[src/rtl/xnor_cmp_pipe.sv]
// xnor_cmp_pipe: two-stage bitwise XNOR comparator with popcount score,
// threshold match, equality flag and optional handshake statistics.
// Ports: clk, rst (sync, active-high); in_valid/in_ready/a/b operand
// handshake; out_valid/out_ready/y/score/match/full_eq result handshake;
// stats_clr, txn_cnt, eq_cnt statistics (live only with XNOR_CMP_STATS_EN).
module xnor_cmp_pipe #(
  parameter int WIDTH  = 8,
  parameter int THRESH = WIDTH,
  localparam int SW    = $clog2(WIDTH + 1)
) (
  input  logic             clk,
  input  logic             rst,
  input  logic             in_valid,
  output logic             in_ready,
  input  logic [WIDTH-1:0] a,
  input  logic [WIDTH-1:0] b,
  output logic             out_valid,
  input  logic             out_ready,
  output logic [WIDTH-1:0] y,
  output logic [SW-1:0]    score,
  output logic             match,
  output logic             full_eq,
  input  logic             stats_clr,
  output logic [15:0]      txn_cnt,
  output logic [15:0]      eq_cnt
);

  localparam logic [31:0] THR = 32'(THRESH);

  logic             stall;
  logic             v1;
  logic [WIDTH-1:0] y1;
  logic [SW-1:0]    pc;
  logic             mt;
  logic             eq1;

  // A full output register that is not taken freezes the whole pipe.
  assign stall    = out_valid && !out_ready;
  assign in_ready = !stall;

  always_ff @(posedge clk) begin
    if (rst) begin
      v1 <= 1'b0;
      y1 <= '0;
    end else if (!stall) begin
      v1 <= in_valid;
      if (in_valid) begin
        y1 <= ~(a ^ b);
      end
    end
  end

  always_comb begin
    pc = '0;
    for (int i = 0; i < WIDTH; i++) begin
      pc = pc + SW'(y1[i]);
    end
  end

  // THRESH = 0 makes this constant 1.
  assign mt  = 32'(pc) >= THR;
  assign eq1 = &y1;

  always_ff @(posedge clk) begin
    if (rst) begin
      out_valid <= 1'b0;
      y         <= '0;
      score     <= '0;
      match     <= 1'b0;
      full_eq   <= 1'b0;
    end else if (!stall) begin
      out_valid <= v1;
      if (v1) begin
        y       <= y1;
        score   <= pc;
        match   <= mt;
        full_eq <= eq1;
      end
    end
  end

`ifdef XNOR_CMP_STATS_EN
  logic fire;

  assign fire = out_valid && out_ready;

  always_ff @(posedge clk) begin
    if (rst || stats_clr) begin
      txn_cnt <= '0;
      eq_cnt  <= '0;
    end else if (fire) begin
      if (txn_cnt != 16'hFFFF) begin
        txn_cnt <= txn_cnt + 16'd1;
      end
      if (full_eq && eq_cnt != 16'hFFFF) begin
        eq_cnt <= eq_cnt + 16'd1;
      end
    end
  end
`else
  logic unused_stats_clr;

  assign unused_stats_clr = stats_clr;
  assign txn_cnt          = '0;
  assign eq_cnt           = '0;
`endif

endmodule

[config.mk]
export PLATFORM = sky130hd
export DESIGN_NAME = xnor_cmp_pipe
export DESIGN_NICKNAME = d
export VERILOG_FILES = /design/src/rtl/xnor_cmp_pipe.sv
export SDC_FILE = /design/constraint.sdc
export NUM_CORES = 1
export LEC_CHECK = 0
export ABC_AREA = 1
export BUFFER_PORTS_ARGS = -buffer_cell sky130_fd_sc_hd__buf_2
export CAP_MARGIN = 20
export CORE_MARGIN = 3
export CORE_UTILIZATION = 40
export CTS_BUF_LIST = sky130_fd_sc_hd__clkbuf_8
export CTS_CLUSTER_SIZE = 40
export DETAILED_ROUTE_END_ITERATION = 10
export GPL_ROUTABILITY_DRIVEN = 1
export PLACE_DENSITY_LB_ADDON = 0.05
export SYNTH_ARGS = -nofsm -noshare
export SYNTH_HDL_FRONTEND = slang
export SYNTH_SLANG_ARGS = --single-unit
[constraint.sdc]
create_clock -name clk -period 2.6 [get_ports clk]
set_input_delay 0.13 -clock clk [delete_from_list [all_inputs] [get_ports clk]]
set_output_delay 0.13 -clock clk [all_outputs]
set_load 0.02 [all_outputs]
==> impl_results.html <==
<table>
<tr><th>Metric</th><th>Value</th></tr>
<tr><th colspan="2">Setup path</th></tr>
<tr><td>CP required</td><td>2.81 ns</td></tr>
<tr><td>Data arrival time of the worst path</td><td>2.98 ns</td></tr>
<tr><td>Worst Setup Start Kind</td><td>flip-flop</td></tr>
<tr><td>Slack of the worst reg-to-reg path</td><td>-0.18 ns</td></tr>
<tr><td>Critical path peak fanout</td><td>2</td></tr>
<tr><td>End of the worst register-to-register path</td><td>score[1]</td></tr>
<tr><td>Number of cells traversed by the worst register-to-register path</td><td>9</td></tr>
<tr><td>Worst Path Class, Setup</td><td>reg -&gt; reg</td></tr>
<tr><td>R2r startpoint</td><td>y1[3]</td></tr>
<tr><td>Nature of the critical path endpoint</td><td>flip-flop</td></tr>
<tr><th colspan="2">Placed design</th></tr>
<tr><td>Quantity of I/O buffers inserted on ports</td><td>35</td></tr>
<tr><td>Area of placed instances</td><td>1610 µm²</td></tr>
<tr><td>HPWL reported at the end of detailed placement</td><td>1930 µm</td></tr>
<tr><td>Final weighted congestion in routability-driven placement</td><td>0.780</td></tr>
<tr><th colspan="2">Routing</th></tr>
<tr><td>Total via count in the routed design</td><td>1167</td></tr>
<tr><td>Final antenna-violating net count</td><td>0</td></tr>
<tr><td>Residual DRC</td><td>0</td></tr>
<tr><td>Detailed-routing iteration count for the pre-antenna-repair pass</td><td>4</td></tr>
<tr><td>Top layer in use</td><td>met4</td></tr>
<tr><td>Routed metal-1 wire length</td><td>1140 µm</td></tr>
<tr><td>Total length of routed wires</td><td>2400 µm</td></tr>
<tr><td>1st-iter DRT viols</td><td>37</td></tr>
<tr><td>Met3 WL</td><td>190 µm</td></tr>
<tr><td>Total met2 wirelength after detailed routing</td><td>1020 µm</td></tr>
<tr><td>Number of vias per cell after detailed routing</td><td>3.86</td></tr>
<tr><td>Mean routed wirelength per cell</td><td>7.96 µm</td></tr>
<tr><th colspan="2">Final layout</th></tr>
<tr><td>Post-route cell area</td><td>1670 µm²</td></tr>
<tr><td>Count of antenna diodes in the layout</td><td>0</td></tr>
<tr><td>Synthesis-to-finish area growth</td><td>11.0%</td></tr>
<tr><td>Fraction of final layout cells with drive strength greater than 1</td><td>25.4%</td></tr>
<tr><td>Total number of nets in the final design</td><td>286</td></tr>
<tr><td>Filler cell count in the final layout</td><td>409</td></tr>
<tr><th colspan="2">Pwr</th></tr>
<tr><td>Peak VDD IR</td><td>167 µV</td></tr>
<tr><td>Net Sw Frac</td><td>34.2%</td></tr>
<tr><td>Sw Pwr</td><td>0.304 mW</td></tr>
<tr><td>Gate power share</td><td>30.6%</td></tr>
<tr><td>Cell area power density</td><td>532 nW/µm²</td></tr>
<tr><td>Share of power burned in the clock network</td><td>24.6%</td></tr>
<tr><td>Internal power summed over all cells</td><td>0.585 mW</td></tr>
<tr><td>Proportion of power drawn by flip-flops and latches</td><td>44.8%</td></tr>
<tr><td>Total power</td><td>0.889 mW</td></tr>
<tr><td>Lkg Pwr</td><td>0.989 nW</td></tr>
<tr><th colspan="2">Synth</th></tr>
<tr><td>Share of the synthesized area in the top cell type</td><td>30.6%</td></tr>
<tr><td>Portion of the post-synthesis area used by sequential elements</td><td>30.6%</td></tr>
<tr><td>Number of enable-type register cells in the synthesized netlist</td><td>0</td></tr>
<tr><td>Post-synthesis async set-or-reset flop share</td><td>0%</td></tr>
<tr><td>Library cell occupying the most area in the post-synthesis netlist</td><td>dfxtp_1</td></tr>
<tr><td>Netlist area before placement</td><td>1510 µm²</td></tr>
<tr><td>Most instantiated cells after synthesis</td><td>nand2_1 (50), nor2_1 (35), buf_4 (33), inv_1 (33), dfxtp_1 (23)</td></tr>
<tr><td>Dominant register cell in the synthesized netlist</td><td>dfxtp_1</td></tr>
<tr><td>Synth Warn #</td><td>0</td></tr>
<tr><td>Most frequently used cell type in the post-synthesis netlist</td><td>nand2_1</td></tr>
<tr><td>Gate Count Post-Synth</td><td>217</td></tr>
<tr><td>Mean Syn Cell Area</td><td>6.94 µm²</td></tr>
<tr><td>Synth cell types</td><td>23</td></tr>
<tr><td>Flops &amp; latches, synth</td><td>23</td></tr>
<tr><td>Top post-synthesis cells by area</td><td>dfxtp_1 (31%), buf_4 (16%), nand2_1 (12%)</td></tr>
<tr><th colspan="2">Clocking</th></tr>
<tr><td>Clock root buffer master</td><td>clkbuf_8</td></tr>
<tr><td>Resize count post-CTS</td><td>0</td></tr>
<tr><td>Clock transition at path regs</td><td>0.08 ns</td></tr>
<tr><td>Sink Count</td><td>23</td></tr>
<tr><td>CTS tree</td><td>done</td></tr>
<tr><td>Max Root-Sink Buffers</td><td>2</td></tr>
<tr><td>Post-CTS Hold Fix Bufs</td><td>0</td></tr>
<tr><td>Maximum level of the CTS H-tree</td><td>1</td></tr>
<tr><td>TritonCTS buffer count</td><td>3</td></tr>
<tr><td>Insertion delay to the later sink of the worst-skew pair</td><td>0.26 ns</td></tr>
<tr><th colspan="2">Floorplanning</th></tr>
<tr><td>Core Area</td><td>3470 µm²</td></tr>
<tr><td>Effective utilization at floorplan</td><td>43.4%</td></tr>
<tr><td>Horizontal die dimension</td><td>67.3 µm</td></tr>
<tr><td>Die extent in y</td><td>67.3 µm</td></tr>
<tr><td>Full die area</td><td>4540 µm²</td></tr>
<tr><td>Number of cell rows</td><td>21</td></tr>
<tr><td>Number of placed I/O pins</td><td>69</td></tr>
<tr><th colspan="2">Timing</th></tr>
<tr><td>Final setup violation count</td><td>3</td></tr>
<tr><td>Unrepaired setup endpoints after global routing</td><td>true</td></tr>
<tr><td>Crit path setup slack, layout</td><td>-0.179 ns</td></tr>
<tr><td>Tcrit/Tclk final</td><td>107%</td></tr>
<tr><td>Final critical path time including I/O delays and setup</td><td>2.78 ns</td></tr>
<tr><td>Final count of hold timing violations</td><td>0</td></tr>
<tr><td>Worst-margin pin slew</td><td>0.593 ns</td></tr>
<tr><td>Clock skew after layout</td><td>0.00397 ns</td></tr>
<tr><td>Final number of max-transition violations</td><td>0</td></tr>
<tr><td>Timing-limited maximum frequency</td><td>360 MHz</td></tr>
<tr><td>Worst-case hold slack</td><td>0.0212 ns</td></tr>
<tr><td>Max-slew headroom at the worst pin</td><td>60.4%</td></tr>
<tr><th colspan="2">Worst hold path</th></tr>
<tr><td>Hold path cells</td><td>2</td></tr>
<tr><td>Hold/Removal Path Class</td><td>in -&gt; reg</td></tr>
<tr><td>Beginning of the worst hold path</td><td>rst</td></tr>
<tr><td>Worst Hold End</td><td>out_valid</td></tr>
<tr><th colspan="2">Global route</th></tr>
<tr><td>Remaining global-route overflow</td><td>0</td></tr>
<tr><td>Total track usage</td><td>11.7%</td></tr>
<tr><td>Number of global-route vias before repair</td><td>1013</td></tr>
<tr><td>Initial antenna violation count</td><td>0</td></tr>
<tr><td>First-pass GRT wire length</td><td>4140 µm</td></tr>
<tr><td>Largest net degree at the start of global routing</td><td>23</td></tr>
<tr><th colspan="2">Job</th></tr>
<tr><td>Maximum capacitance violations</td><td>0</td></tr>
<tr><th colspan="2">Run status</th></tr>
<tr><td>Violated checks</td><td>negative setup slack</td></tr>
<tr><td>Status</td><td>finished, violations left</td></tr>
</table>
==> final cells by class <==
cell class                      instances  area [µm²]  area share, %
Clock buffer                            3        41.3           2.47
Sequential cell                        23         464           27.8
Timing Repair Buffer                   41         220           13.2
Clock inverter                          1        3.75          0.225
Multi-Input combinational cell        153         752           45.0
Tap cell                               46        57.6           3.45
Inverter                               35         131           7.87
==> worst max-delay path, cell delays in order (launching register included) <==
cell     delay, ns
dfxtp_2       0.34
inv_2         0.04
fa_1          0.54
fa_1          0.42
fa_1          0.49
inv_1         0.04
ha_2          0.17
fa_2          0.51
o21ai_1       0.05
nor2_1        0.11
==> routing by layer <==
metal | vias up | global-route usage, %
li1 | 645 | -
met1 | 476 | 14.9
met2 | 41 | 19.4
met3 | 5 | 1.66
met4 | 0 | 5.32
met5 | - | 0
==> worst max path at each step <==
stage	from	to	depth (start not counted)
floorplan	y1[3]	score[2]	10
global placement	y1[3]	score[1]	9
detailed placement	y1[3]	score[1]	9
CTS	y1[3]	score[1]	9
global route	y1[3]	score[2]	10
finish	y1[3]	score[1]	9
==> kinds of logic after synthesis <==
kind of cell,share of synthesized area (%)
other,0.249
XOR/XNOR,0.582
AND/OR/NAND/NOR,26.8
buffers and inverters,27.5
AO/OA/AOI/OAI,5.57
flip-flops,30.6
adder cells (fa/ha/maj),8.65
==> timing repair <==
item | CTS | global route
pin swaps | 3 | 2
setup endpoints to repair | 2 | 3
setup buffers | 1 | 1
==> cell usage in the layout (no fill, tap or decap) <==
cell and count:
fa_1 3, nor2_1 35, buf_2 35, ha_1 3, buf_4 6, clkbuf_8 3
nand2_2 2, inv_1 33, fa_2 1, dfxtp_1 20, dfxtp_2 3, xor2_1 1
a21oi_4 1, ha_2 1, nand2_1 50, o21a_1 1, a21oi_1 2, nand2_4 1
conb_1 32, inv_2 3, o21ai_0 4, nor2_2 9, o21ai_1 6, nand3_1 1
==> sequential cells by signal, summed over array words and instances, names as in the netlist <==
register and count:
v1 1, y1 8, score 4, full_eq 1, out_valid 1, y 8
==> through the flow <==
step                setup WS, ns  utilization, %  setup TNS (ns)  cells
floorplan                 -0.150               -          -0.287    248
global placement          -0.165            46.4          -0.328    296
detailed placement        -0.185            46.4          -0.363    296
CTS                       -0.182            47.9          -0.348    301
global route              -0.321            48.2          -0.822    302
finish                    -0.179            48.2          -0.377    302
==> power groups by stage <==
stage	sequential (mW)	combinational, mW	clock [mW]
3_5_place_dp	0.408	0.265	0
5_1_grt	0.403	0.323	0.237
2_1_floorplan	0.429	0.219	0
6_report	0.398	0.272	0.218
4_1_cts	0.399	0.270	0.226
3_3_place_gp	0.407	0.267	0
Power figures use the tool's default switching activity.
